**src/rtl/mcu_halt_responder.sv**
```systemverilog
// Core halt/resume handshake responder: stalls issue, drains bus traffic,
// and reports halted status with a bounded drain timeout.
module mcu_halt_responder #(
  parameter int OUTSTANDING_WIDTH   = 3,
  parameter int DRAIN_TIMEOUT_WIDTH = 8
) (
  input  logic clk,
  input  logic mcu_rst_b,
  input  logic mcu_cpu_halt_req_i,
  output logic mcu_cpu_halt_ack_o,
  output logic mcu_cpu_halt_status_o,
  input  logic mcu_cpu_run_req_i,
  output logic mcu_cpu_run_ack_o,
  output logic core_stall_o,
  input  logic core_idle_i,
  input  logic bus_req_issue_i,
  input  logic bus_rsp_done_i,
  output logic drain_timeout_o,
  output logic outstanding_ovf_o
);

  localparam int OW = OUTSTANDING_WIDTH;
  localparam int TW = DRAIN_TIMEOUT_WIDTH;

  localparam logic [OW-1:0] O_MAX = {OW{1'b1}};
  localparam logic [OW-1:0] O_ONE = {{(OW-1){1'b0}}, 1'b1};
  localparam logic [TW-1:0] T_MAX = {TW{1'b1}};
  localparam logic [TW-1:0] T_ONE = {{(TW-1){1'b0}}, 1'b1};

  typedef enum logic [2:0] {
    ST_RUN    = 3'd0,
    ST_ACK    = 3'd1,
    ST_DRAIN  = 3'd2,
    ST_HALTED = 3'd3,
    ST_RESUME = 3'd4
  } state_t;

  state_t state_q;
  state_t state_d;

  logic [OW-1:0] outst_q;
  logic [OW-1:0] outst_d;
  logic          ovf_q;
  logic          ovf_d;

  logic [TW-1:0] tmo_q;
  logic [TW-1:0] tmo_d;
  logic          tmo_flag_q;
  logic          tmo_flag_d;

  logic          drained;
  logic          tmo_full;

  // Outstanding counter tracks bus traffic in every state.
  always_comb begin
    outst_d = outst_q;
    ovf_d   = ovf_q;
    if (bus_req_issue_i && !bus_rsp_done_i) begin
      if (outst_q == O_MAX) begin
        ovf_d = 1'b1;
      end else begin
        outst_d = outst_q + O_ONE;
      end
    end else if (bus_rsp_done_i && !bus_req_issue_i) begin
      if (outst_q != '0) begin
        outst_d = outst_q - O_ONE;
      end
    end
  end

  // A response landing this cycle counts toward the drain decision.
  assign drained  = (outst_d == '0) && core_idle_i;
  assign tmo_full = (tmo_q == T_MAX);

  always_comb begin
    state_d    = state_q;
    tmo_d      = tmo_q;
    tmo_flag_d = tmo_flag_q;
    unique case (state_q)
      ST_RUN: begin
        if (mcu_cpu_halt_req_i) begin
          state_d = ST_ACK;
        end
      end
      ST_ACK: begin
        state_d = ST_DRAIN;
        tmo_d   = '0;
      end
      ST_DRAIN: begin
        if (drained) begin
          state_d = ST_HALTED;
        end else if (tmo_full) begin
          state_d    = ST_HALTED;
          tmo_flag_d = 1'b1;
        end else begin
          tmo_d = tmo_q + T_ONE;
        end
      end
      ST_HALTED: begin
        if (mcu_cpu_run_req_i && !mcu_cpu_halt_req_i) begin
          state_d = ST_RESUME;
        end
      end
      ST_RESUME: begin
        state_d = ST_RUN;
      end
      default: begin
        state_d = ST_HALTED;
      end
    endcase
  end

  always_ff @(posedge clk) begin
    if (!mcu_rst_b) begin
      state_q    <= ST_RUN;
      outst_q    <= '0;
      ovf_q      <= 1'b0;
      tmo_q      <= '0;
      tmo_flag_q <= 1'b0;
    end else begin
      state_q    <= state_d;
      outst_q    <= outst_d;
      ovf_q      <= ovf_d;
      tmo_q      <= tmo_d;
      tmo_flag_q <= tmo_flag_d;
    end
  end

  // Outputs decode purely from registered state.
  always_comb begin
    mcu_cpu_halt_ack_o    = 1'b0;
    mcu_cpu_halt_status_o = 1'b0;
    mcu_cpu_run_ack_o     = 1'b0;
    core_stall_o          = 1'b0;
    unique case (state_q)
      ST_RUN: begin
      end
      ST_ACK: begin
        mcu_cpu_halt_ack_o = 1'b1;
        core_stall_o       = 1'b1;
      end
      ST_DRAIN: begin
        core_stall_o = 1'b1;
      end
      ST_HALTED: begin
        mcu_cpu_halt_status_o = 1'b1;
        core_stall_o          = 1'b1;
      end
      ST_RESUME: begin
        mcu_cpu_run_ack_o = 1'b1;
      end
      default: begin
        mcu_cpu_halt_status_o = 1'b1;
        core_stall_o          = 1'b1;
      end
    endcase
  end

  assign drain_timeout_o   = tmo_flag_q;
  assign outstanding_ovf_o = ovf_q;

endmodule

```
**config.mk**
```make
export PLATFORM = sky130hd
export DESIGN_NAME = mcu_halt_responder
export DESIGN_NICKNAME = d
export VERILOG_FILES = /design/src/rtl/mcu_halt_responder.sv
export SDC_FILE = /design/constraint.sdc
export NUM_CORES = 1
export LEC_CHECK = 0
export BUFFER_PORTS_ARGS = -buffer_cell sky130_fd_sc_hd__buf_2
export CELL_PAD_IN_SITES_DETAIL_PLACEMENT = 1
export CELL_PAD_IN_SITES_GLOBAL_PLACEMENT = 1
export CORE_MARGIN = 10
export CORE_UTILIZATION = 41
export DETAILED_ROUTE_END_ITERATION = 8
export PLACE_DENSITY_LB_ADDON = 0.1
export SLEW_MARGIN = 20
export SYNTH_ARGS = -nofsm -noshare
export SYNTH_HDL_FRONTEND = slang
export SYNTH_SLANG_ARGS = --single-unit
```
**constraint.sdc**
```tcl
create_clock -name clk -period 2.97 [get_ports clk]
set_input_delay 0.297 -clock clk [delete_from_list [all_inputs] [get_ports clk]]
set_output_delay 0.297 -clock clk [all_outputs]
set_load 0.05 [all_outputs]
```
==> results of run 1 <==
[per-layer routing]
layer	GRT usage [%]	vias to the layer above	wire length (um)
met2	16.55	15	1023
met3	3.100	4	95
li1	-	427	-
met1	13.91	389	1113
met5	0	-	0
met4	5.025	0	39
[metrics by stage]
stage | std cells | hold WS, ps | cell area, um2
finish | 153 | 319.9 | 1064
global route | 153 | 329.8 | 1064
CTS | 153 | 320.0 | 1064
detailed placement | 149 | 461.4 | 1027
global placement | 149 | 444.2 | 1027
floorplan | 110 | 451.4 | 939.7
[cells by family after synthesis]
family          count (synthesis)  synth area share (%)
flops                          16                 34.09
mux                             2                 2.131
xor+xnor                        1                0.9323
buf+inv                         9                 4.394
simple gates                   53                 33.96
fa+ha+maj                       4                 5.326
compound gates                 25                 19.17
[registers in the layout (all words and copies together), names as in the netlist]
name / count
tmo_q: 8
drain_timeout_o: 1
outst_q: 3
outstanding_ovf_o: 1
state_q: 3
[worst max path at each step]
| stage | slack, ps | depth (start not counted) | endpoint | startpoint |
|---|---|---|---|---|
| global route | 180 | 8 | state_q[0] | outst_q[1] |
| finish | 400 | 8 | state_q[0] | outst_q[1] |
| global placement | 570 | 8 | state_q[0] | outst_q[1] |
| detailed placement | 420 | 8 | state_q[0] | outst_q[1] |
| CTS | 390 | 8 | state_q[0] | outst_q[1] |
| floorplan | 780 | 8 | state_q[0] | outst_q[1] |
[final cells by class]
cell class | count | area, um2 | share of cell area [%]
Multi-Input combinational cell | 85 | 578.1 | 54.35
Sequential cell | 16 | 320.3 | 30.12
Timing Repair Buffer | 13 | 67.56 | 6.353
Clock buffer | 4 | 36.28 | 3.412
Tap cell | 28 | 35.03 | 3.294
Inverter | 7 | 26.28 | 2.471
[cell usage after synthesis (all sizes together)]
| master | number | share of area [%] |
|---|---|---|
| nor2b | 3 | 2.0 |
| ha | 4 | 5.3 |
| and2 | 6 | 4.0 |
| a21o | 1 | 0.80 |
| nand3b | 1 | 0.80 |
| nand2 | 11 | 4.4 |
| a211oi | 2 | 2.1 |
| nor4b | 1 | 1.6 |
| o41ai | 1 | 1.7 |
| dfxtp | 16 | 34 |
| a21oi | 7 | 3.7 |
| a22oi | 1 | 0.80 |
| xnor2 | 1 | 0.93 |
| nand2b | 3 | 2.0 |
| nor2 | 6 | 2.7 |
| clkbuf | 1 | 0.40 |
| nor4 | 1 | 0.67 |
| or4 | 5 | 4.4 |
| nor3b | 1 | 0.80 |
| a311oi | 1 | 0.93 |
| buf | 1 | 1.2 |
| or3 | 5 | 3.9 |
| o21a | 2 | 1.6 |
| nand3 | 5 | 2.7 |
| inv | 7 | 2.8 |
| o21ai | 3 | 1.6 |
| o211ai | 2 | 1.6 |
| o31ai | 3 | 2.4 |
| and3 | 3 | 3.1 |
| nor3 | 2 | 1.1 |
| a31o | 1 | 0.93 |
| a2bb2oi | 1 | 0.93 |
| mux2i | 2 | 2.1 |
[where the power goes]
part	internal [mW]	leakage, nW	switching, mW
Clock	0.0747	0.0210	0.0739
Combinational	0.0466	0.271	0.0825
Sequential	0.225	0.130	0.0146
==> impl_results.md, run 1 <==
* Period minus WS final at 2572 ps
* Commonest non-fill, non-tap cell in the layout: dfxtp_1
* Worst vdd ir at approximately 0.31 mV
* Static Leak at roughly 0.42 nW
* Worst-path maximum fanout at 8
* Status: complete, no violations
* Core Region at 2191 um2
* Hold depth at 2
* WL/cell at approximately 15 um
* RSZ-0062 raised after global routing: no
* Worst-Skew Late Latency at between 200 and 300 ps
* Worst path top cell family by delay: compound AO/OA/AOI/OAI gates
* Fillers at 270
* Gr usage total at 10.88%
* Critical path cell sequence: inv_1 > ha_1 > a2bb2oi_1 > a311oi_1 > a211oi_2 > o41ai_2 > nor2_2 > nor4b_2
* Drt via density at roughly 5.5
* Post-Route Utilization at about half
* Row cnt at 17
* Vias in the first global route at ~840
* I/O pin count at 13
* Most frequent cells in the layout: 16 x dfxtp_1, 12 x buf_2, 11 x nand2_1
* Avg Synthesized Cell Area at around 8.5 um2
* Congestion Overflow GR at 0
* Post-Route WL at between 2 and 2.5 mm
* Yosys warns at 0
* Synthesized Nets at approximately 120
* CTS H-tree depth at 1
* DRT antenna net count at 0
* CTS Hold Bufs at 0
* Clock Sinks at 16
* Syn Inst Count at 110
* Initial Utilization at 42.89%
* Pwr per Cell Area at slightly below 500 nW/um2
* #FFs+latches synth at 16
* WP data arrival at between 2000 and 3000 ps
* Clock transition at path regs at about 100 ps
* Reg2Reg Setup Slack at 400 ps
* Fin. Hold Viols at 0
* Setup WS post-layout at between 300 and 400 ps
* DIE AREA at roughly 4600 um2
* Critical path's largest stage delay at 770 ps
* DRC viols at 0
* Tcrit/Tclk final at between 80% and 90%
* Highest Clock Rate at 388.9 MHz
* Number of antenna violations at the first check in global routing at 0
* Slowest library cell on the worst path: o41ai_2
* CTS tree: built
* Count of cell types in the netlist at 39
* Worst Skew at 0.6825 ps
* 1st-iter DRT viols at 42
* Place WS at 417.5 ps
* WP buf/inv at 1
* Vias after detailed routing at between 800 and 900
* Max_cap viols at 0
* Crit path kind: register to register
* Hold_sp: mcu_rst_b
* Post_cts resized at 0
* Count of port buffers added during placement at 12
* # setup viols final at 0
* Diode count at 0
* GPL Wtd Cong at about 0.74
* CTS Buffer Depth at 2
* Hold EP: outstanding_ovf_o
* Reg2Reg Depth at 8
* Worst-Margin Slew at 807.6 ps
* Post-CTS Repair Setup Buffers at 0
* Setup total negative slack at 0 ps
* Worst r2r src: outst_q[1]
* Fraction of layout cells with a size suffix above 1 at 20.00%
* Largest net degree at the start of global routing at 13
* Synth Cell Area at roughly 940 um2
* Req. time, crit path at about 3200 ps
* Worst Setup End Kind: register
* Post-synthesis sequential area ratio at about a third
* DRT Pass-1 Iters at 4
* Global-route wire length before repair at roughly 3.9 mm
* Post-DP HPWL at approximately 1.7 mm
* Layout net count at between 100 and 150
* Worst r2r dst: state_q[0]
* Slew headroom at approximately 46%
* Startpoint Class: register
* Die W at 67.88 um
* Worst Hold Class: input port to register
* Final slew viol count at 0
* Total power at 0.5177 mW
* TritonCTS buffer count at 3
* CTS root buf: clkbuf_4
* Die height at between 60 and 70 um
* Area growth syn-to-layout at 13.18%
No activity file was read; power rests on OpenSTA's default activity.
==> run 2: changes to the inputs <==
--- a/config.mk
+++ b/config.mk
@@ -5,7 +5,7 @@
 export SDC_FILE = /design/constraint.sdc
 export NUM_CORES = 1
 export LEC_CHECK = 0
-export BUFFER_PORTS_ARGS = -buffer_cell sky130_fd_sc_hd__buf_2
+export BUFFER_PORTS_ARGS = -buffer_cell sky130_fd_sc_hd__buf_4
 export CELL_PAD_IN_SITES_DETAIL_PLACEMENT = 1
 export CELL_PAD_IN_SITES_GLOBAL_PLACEMENT = 1
 export CORE_MARGIN = 10
==> constraint.sdc (replaced) <==
create_clock -name clk -period 2.97 [get_ports clk]
set_input_delay 0.594 -clock clk [delete_from_list [all_inputs] [get_ports clk]]
set_output_delay 0.594 -clock clk [all_outputs]
set_load 0.05 [all_outputs]
==> impl_results.md, run 2 (synthesized netlist as in run 1, its figures left out) <==
* Critical path cell sequence: inv_1 > ha_1 > a2bb2oi_1 > a311oi_1 > a211oi_2 > o41ai_2 > nor2_2 > nor4b_2
* Status: complete, no violations
* Setup total negative slack at 0 ps
* Fin. Hold Viols at 0
* CTS tree: built
* Tcrit/Tclk final at 86.80%
* Critical path's largest stage delay at approximately 730 ps
* Worst-Margin Slew at approximately 760 ps
* Die height at a little under 70 um
* Die W at about 68 um
* Sequential Area at approximately 320 um2
* Slowest library cell on the worst path: o41ai_2
* Combinational power share at between 20% and 30%
* Core Region at 2191 um2
* Final slew viol count at 0
* GPL Wtd Cong at approximately 0.74
* Commonest non-fill, non-tap cell in the layout: dfxtp_1
* I/O pin count at 13
* Final Non-Filler Cells at ~150
* Worst vdd ir at between 0.3 and 0.4 mV
* Startpoint Class: register
* Highest Clock Rate at between 300 and 400 MHz
* Largest net degree at the start of global routing at 13
* Req. time, crit path at approximately 3200 ps
* Worst path top cell family by delay: compound AO/OA/AOI/OAI gates
* Number of antenna violations at the first check in global routing at 0
* TritonCTS buffer count at 3
* Post-CTS Repair Setup Buffers at 0
* Worst-Skew Late Latency at approximately 290 ps
* DRT antenna net count at 0
* P_sw at 0.1727 mW
* Area occupied by multi-input gates at 578.1 um2
* Count of port buffers added during placement at 12
* Clock transition at path regs at 100 ps
* Fillers at between 200 and 300
* Max FFs per register at 8
* Placed Instances at 149
* Row cnt at 17
* Slew headroom at between 40% and 50%
* Drt via density at ~5.5
* Post_cts resized at 0
* CTS root buf: clkbuf_4
* WP data arrival at between 2000 and 3000 ps
* DRT Pass-1 Iters at 4
* Clock power share at around 28%
* # setup viols final at 0
* Pwr per Cell Area at 480.0 nW/um2
* Post-route cell area at roughly 1100 um2
* Congestion Overflow GR at 0
* Initial Utilization at between 40% and 50%
* Sw Ratio at 32.91%
* Fraction of layout cells with a size suffix above 1 at 20.00%
* Crit path kind: register to register
* Vias after detailed routing at 844
* CTS H-tree depth at 1
* Placed instance area at approximately 1100 um2
* Period minus WS final at around 2600 ps
* Diode count at 0
* WL/cell at approximately 16 um
* Layout net count at 137
* Post-Route WL at around 2.4 mm
* Most flops, register: tmo_q
* Total power at about 0.52 mW
* Vias in the first global route at a little over 900
* Worst Setup End Kind: register
* DRC viols at 0
* Gr usage total at ~11%
* Worst Hold Class: register to register
* Clock Sinks at 16
* Internal power at about 0.35 mW
* Worst-path maximum fanout at 8
* Post-DP HPWL at around 1.9 mm
* WP buf/inv at 1
* RSZ-0062 raised after global routing: no
* Global-route wire length before repair at approximately 4.1 mm
* 1st-iter DRT viols at 57
* Most frequent cells in the layout: 16 x dfxtp_1, 13 x buf_4, 11 x nand2_1
* CTS Buffer Depth at 2
* Reg power frac at between 40% and 50%
* Static Leak at 0.4279 nW
* DIE AREA at 4607 um2
* CTS Hold Bufs at 0
* Max_cap viols at 0
* Worst Skew at 3.261 ps
* Area growth syn-to-layout at 16.38%
* Largest regs: tmo_q (8), outst_q (3), state_q (3)
run 2: cell counts in the layout (fill, tap and decap cells not counted):
Identical to the previous run, type by type.
run 2: cell type report:
cell class	instances	area share (%)
Timing Repair Buffer	13	8.924
Multi-Input combinational cell	85	52.86
Tap cell	28	3.204
Sequential cell	16	29.29
Inverter	7	2.403
Clock buffer	4	3.318
run 2: per-layer routing:
metal  share of wire (%)  up-vias  global-route usage (%)
met2                  48       13                   17.96
met3                 4.9        2                   3.263
li1                    -      429                       -
met1                  47      400                   14.13
met4                0.71        0                   5.528
met5                   0        -                       0
run 2: path summary, 6_finish.rpt:
check | start | end | slack (ps) | depth (start not counted)
min | outstanding_ovf_o | outstanding_ovf_o | 490 | 1
min reg2reg | outstanding_ovf_o | outstanding_ovf_o | 490 | 1
max | outst_q[1] | state_q[0] | 390 | 8
max reg2reg | outst_q[1] | state_q[0] | 390 | 8
run 2: power groups by stage:
stage	Clock, mW	Sequential, mW	Combinational (mW)
after floorplan	0	0.241	0.0959
after global placement	0	0.244	0.131
after detailed placement	0	0.245	0.137
after CTS	0.153	0.240	0.138
after global routing	0.160	0.242	0.153
final	0.148	0.240	0.137
run 2: through the flow:
| step | utilization (%) | hold WS, ps | setup WS [ps] |
|---|---|---|---|
| final | 49.91 | 486.4 | 392.1 |
| after global routing | 49.91 | 533.0 | 148.9 |
| after CTS | 49.91 | 494.2 | 371.2 |
| after detailed placement | 48.26 | 467.4 | 432.6 |
| after global placement | 48.26 | 450.9 | 574.4 |
| after floorplan | - | 451.4 | 776.5 |
==> run 3: changes to the inputs <==
--- a/config.mk
+++ b/config.mk
@@ -8,10 +8,12 @@
 export BUFFER_PORTS_ARGS = -buffer_cell sky130_fd_sc_hd__buf_4
 export CELL_PAD_IN_SITES_DETAIL_PLACEMENT = 1
 export CELL_PAD_IN_SITES_GLOBAL_PLACEMENT = 1
+export CORE_ASPECT_RATIO = 0.6
 export CORE_MARGIN = 10
 export CORE_UTILIZATION = 41
 export DETAILED_ROUTE_END_ITERATION = 8
 export PLACE_DENSITY_LB_ADDON = 0.1
+export SETUP_SLACK_MARGIN = 0.2
 export SLEW_MARGIN = 20
 export SYNTH_ARGS = -nofsm -noshare
 export SYNTH_HDL_FRONTEND = slang
==> impl_results.md, run 3 (synthesized netlist as in run 1, its figures left out) <==
* Slowest library cell on the worst path: o41ai_4
* Req. time, crit path at around 3100 ps
* Post-Route WL at ~2.5 mm
* Static Leak at around 0.44 nW
* Gr usage total at between 10% and 20%
* Worst-Skew Late Latency at roughly 260 ps
* # setup viols final at 0
* Critical path's largest stage delay at ~550 ps
* Final slew viol count at 0
* TritonCTS buffer count at 3
* Worst path top cell family by delay: compound AO/OA/AOI/OAI gates
* Period minus WS final at around 2400 ps
* Met1 Usage GRT at between 10 and 15%
* Number of antenna violations at the first check in global routing at 0
* Initial Utilization at around 43%
* Fillers at 261
* DIE AREA at ~4700 um2
* DRT Pass-1 Iters at 3
* Largest regs: tmo_q (8), outst_q (3), state_q (3)
* Global-route wire length before repair at approximately 4.1 mm
* Met2 GRT Util at 15.26%
* Vias in the first global route at 851
* Status: complete, no violations
* Startpoint Class: register
* Drt via density at roughly 5.5
* Row cnt at 13
* Commonest non-fill, non-tap cell in the layout: dfxtp_1
* Met3 Track Usage GR at 6.094%
* CTS tree: built
* Highest Clock Rate at roughly 420 MHz
* Post-CTS Repair Setup Buffers at 0
* Die W at about 82 um
* CTS Hold Bufs at 0
* Worst vdd ir at approximately 0.19 mV
* Fin. Hold Viols at 0
* Area growth syn-to-layout at 19.84%
* CTS root buf: clkbuf_8
* DRC viols at 0
* Setup total negative slack at 0 ps
* Worst Hold Class: register to register
* WL/cell at ~16 um
* Count of port buffers added during placement at 12
* Slew headroom at roughly two thirds
* Crit path kind: register to register
* Max FFs per register at 8
* Critical path cell sequence: inv_1 > ha_1 > a2bb2oi_1 > a311oi_1 > a211oi_2 > o41ai_4 > nor2_2 > nor4b_2
* CTS Buffer Depth at 2
* Largest net degree at the start of global routing at 13
* I/O pin count at 13
* Worst-Margin Slew at 504.6 ps
* 1st-iter DRT viols at 27
* Congestion Overflow GR at 0
* Post-DP HPWL at 1.950 mm
* Worst-path maximum fanout at 8
* Fraction of layout cells with a size suffix above 1 at between 20% and 30%
* Most used routing layer: met2
* Place WS at between 400 and 500 ps
* Most frequent cells in the layout: 16 x dfxtp_1, 13 x buf_4, 11 x nand2_1
* Die height at around 57 um
* Worst Setup End Kind: register
* Layout net count at roughly 140
* Most flops, register: tmo_q
* Setup WS post-layout at approximately 580 ps
* Diode count at 0
* Max_cap viols at 0
* WP data arrival at between 2000 and 3000 ps
* Vias after detailed routing at 845
* Clock Sinks at 16
* WP buf/inv at 1
* RSZ-0062 raised after global routing: no
* Area occupied by multi-input gates at roughly 590 um2
* Pwr per Cell Area at approximately 520 nW/um2
* DRT antenna net count at 0
* Worst Skew at 3.845 ps
* GPL Wtd Cong at 0.7899
* Sequential Area at ~320 um2
* CTS H-tree depth at 1
* Clock transition at path regs at 70 ps
* Tcrit/Tclk final at 80.47%
* Core Region at about 2200 um2
-- run 3: cell counts in the layout (fill, tap and decap cells not counted) --
Identical to the previous run, type by type.
-- run 3: repair_timing --
action / 4_1_cts / 5_1_grt
setup endpoints to repair: 0 / 1
endpoints found under the hold margin: 0 / 0
resized for setup: 0 / 1
-- run 3: power breakdown --
part	total [mW]	internal (mW)	switching, mW
clock network	0.206	0.118	0.0874
logic	0.143	0.0536	0.0890
registers	0.241	0.226	0.0153
-- run 3: path summary, 6_finish.rpt --
| check | startpoint | endpoint | slack (ps) | cells past startpoint |
|---|---|---|---|---|
| min reg2reg | outstanding_ovf_o | outstanding_ovf_o | 470 | 1 |
| max reg2reg | outst_q[1] | state_q[0] | 580 | 8 |
| min | outstanding_ovf_o | outstanding_ovf_o | 470 | 1 |
| max | outst_q[1] | state_q[0] | 580 | 8 |
-- run 3: layout make-up --
| cell class | count | share of cell area (%) |
|---|---|---|
| clock buffer | 4 | 4.889 |
| inverter | 7 | 2.333 |
| multi-input combinational | 85 | 52.33 |
| sequential | 16 | 28.44 |
| tap | 30 | 3.333 |
| timing repair buffer | 13 | 8.667 |
-- run 3: per-stage QoR --
step | hold slack (ps) | total power [mW] | cell area, um2 | std cells | utilization, %
CTS | 479.2 | 0.5858 | 1115 | 155 | 51.15
finish | 473.6 | 0.5891 | 1126 | 155 | 51.66
detailed placement | 460.0 | 0.3831 | 1060 | 151 | 48.62
global route | 495.2 | 0.6189 | 1126 | 155 | 51.66
floorplan | 451.4 | 0.3369 | 939.7 | 110 | -
global placement | 451.3 | 0.3775 | 1060 | 151 | 48.62
-- run 3: routing by layer --
metal / share of wire [%] / wire (um)
met5: 0 / 0
met4: 2.0 / 49
met3: 6.0 / 149
met2: 42 / 1027
met1: 50 / 1242
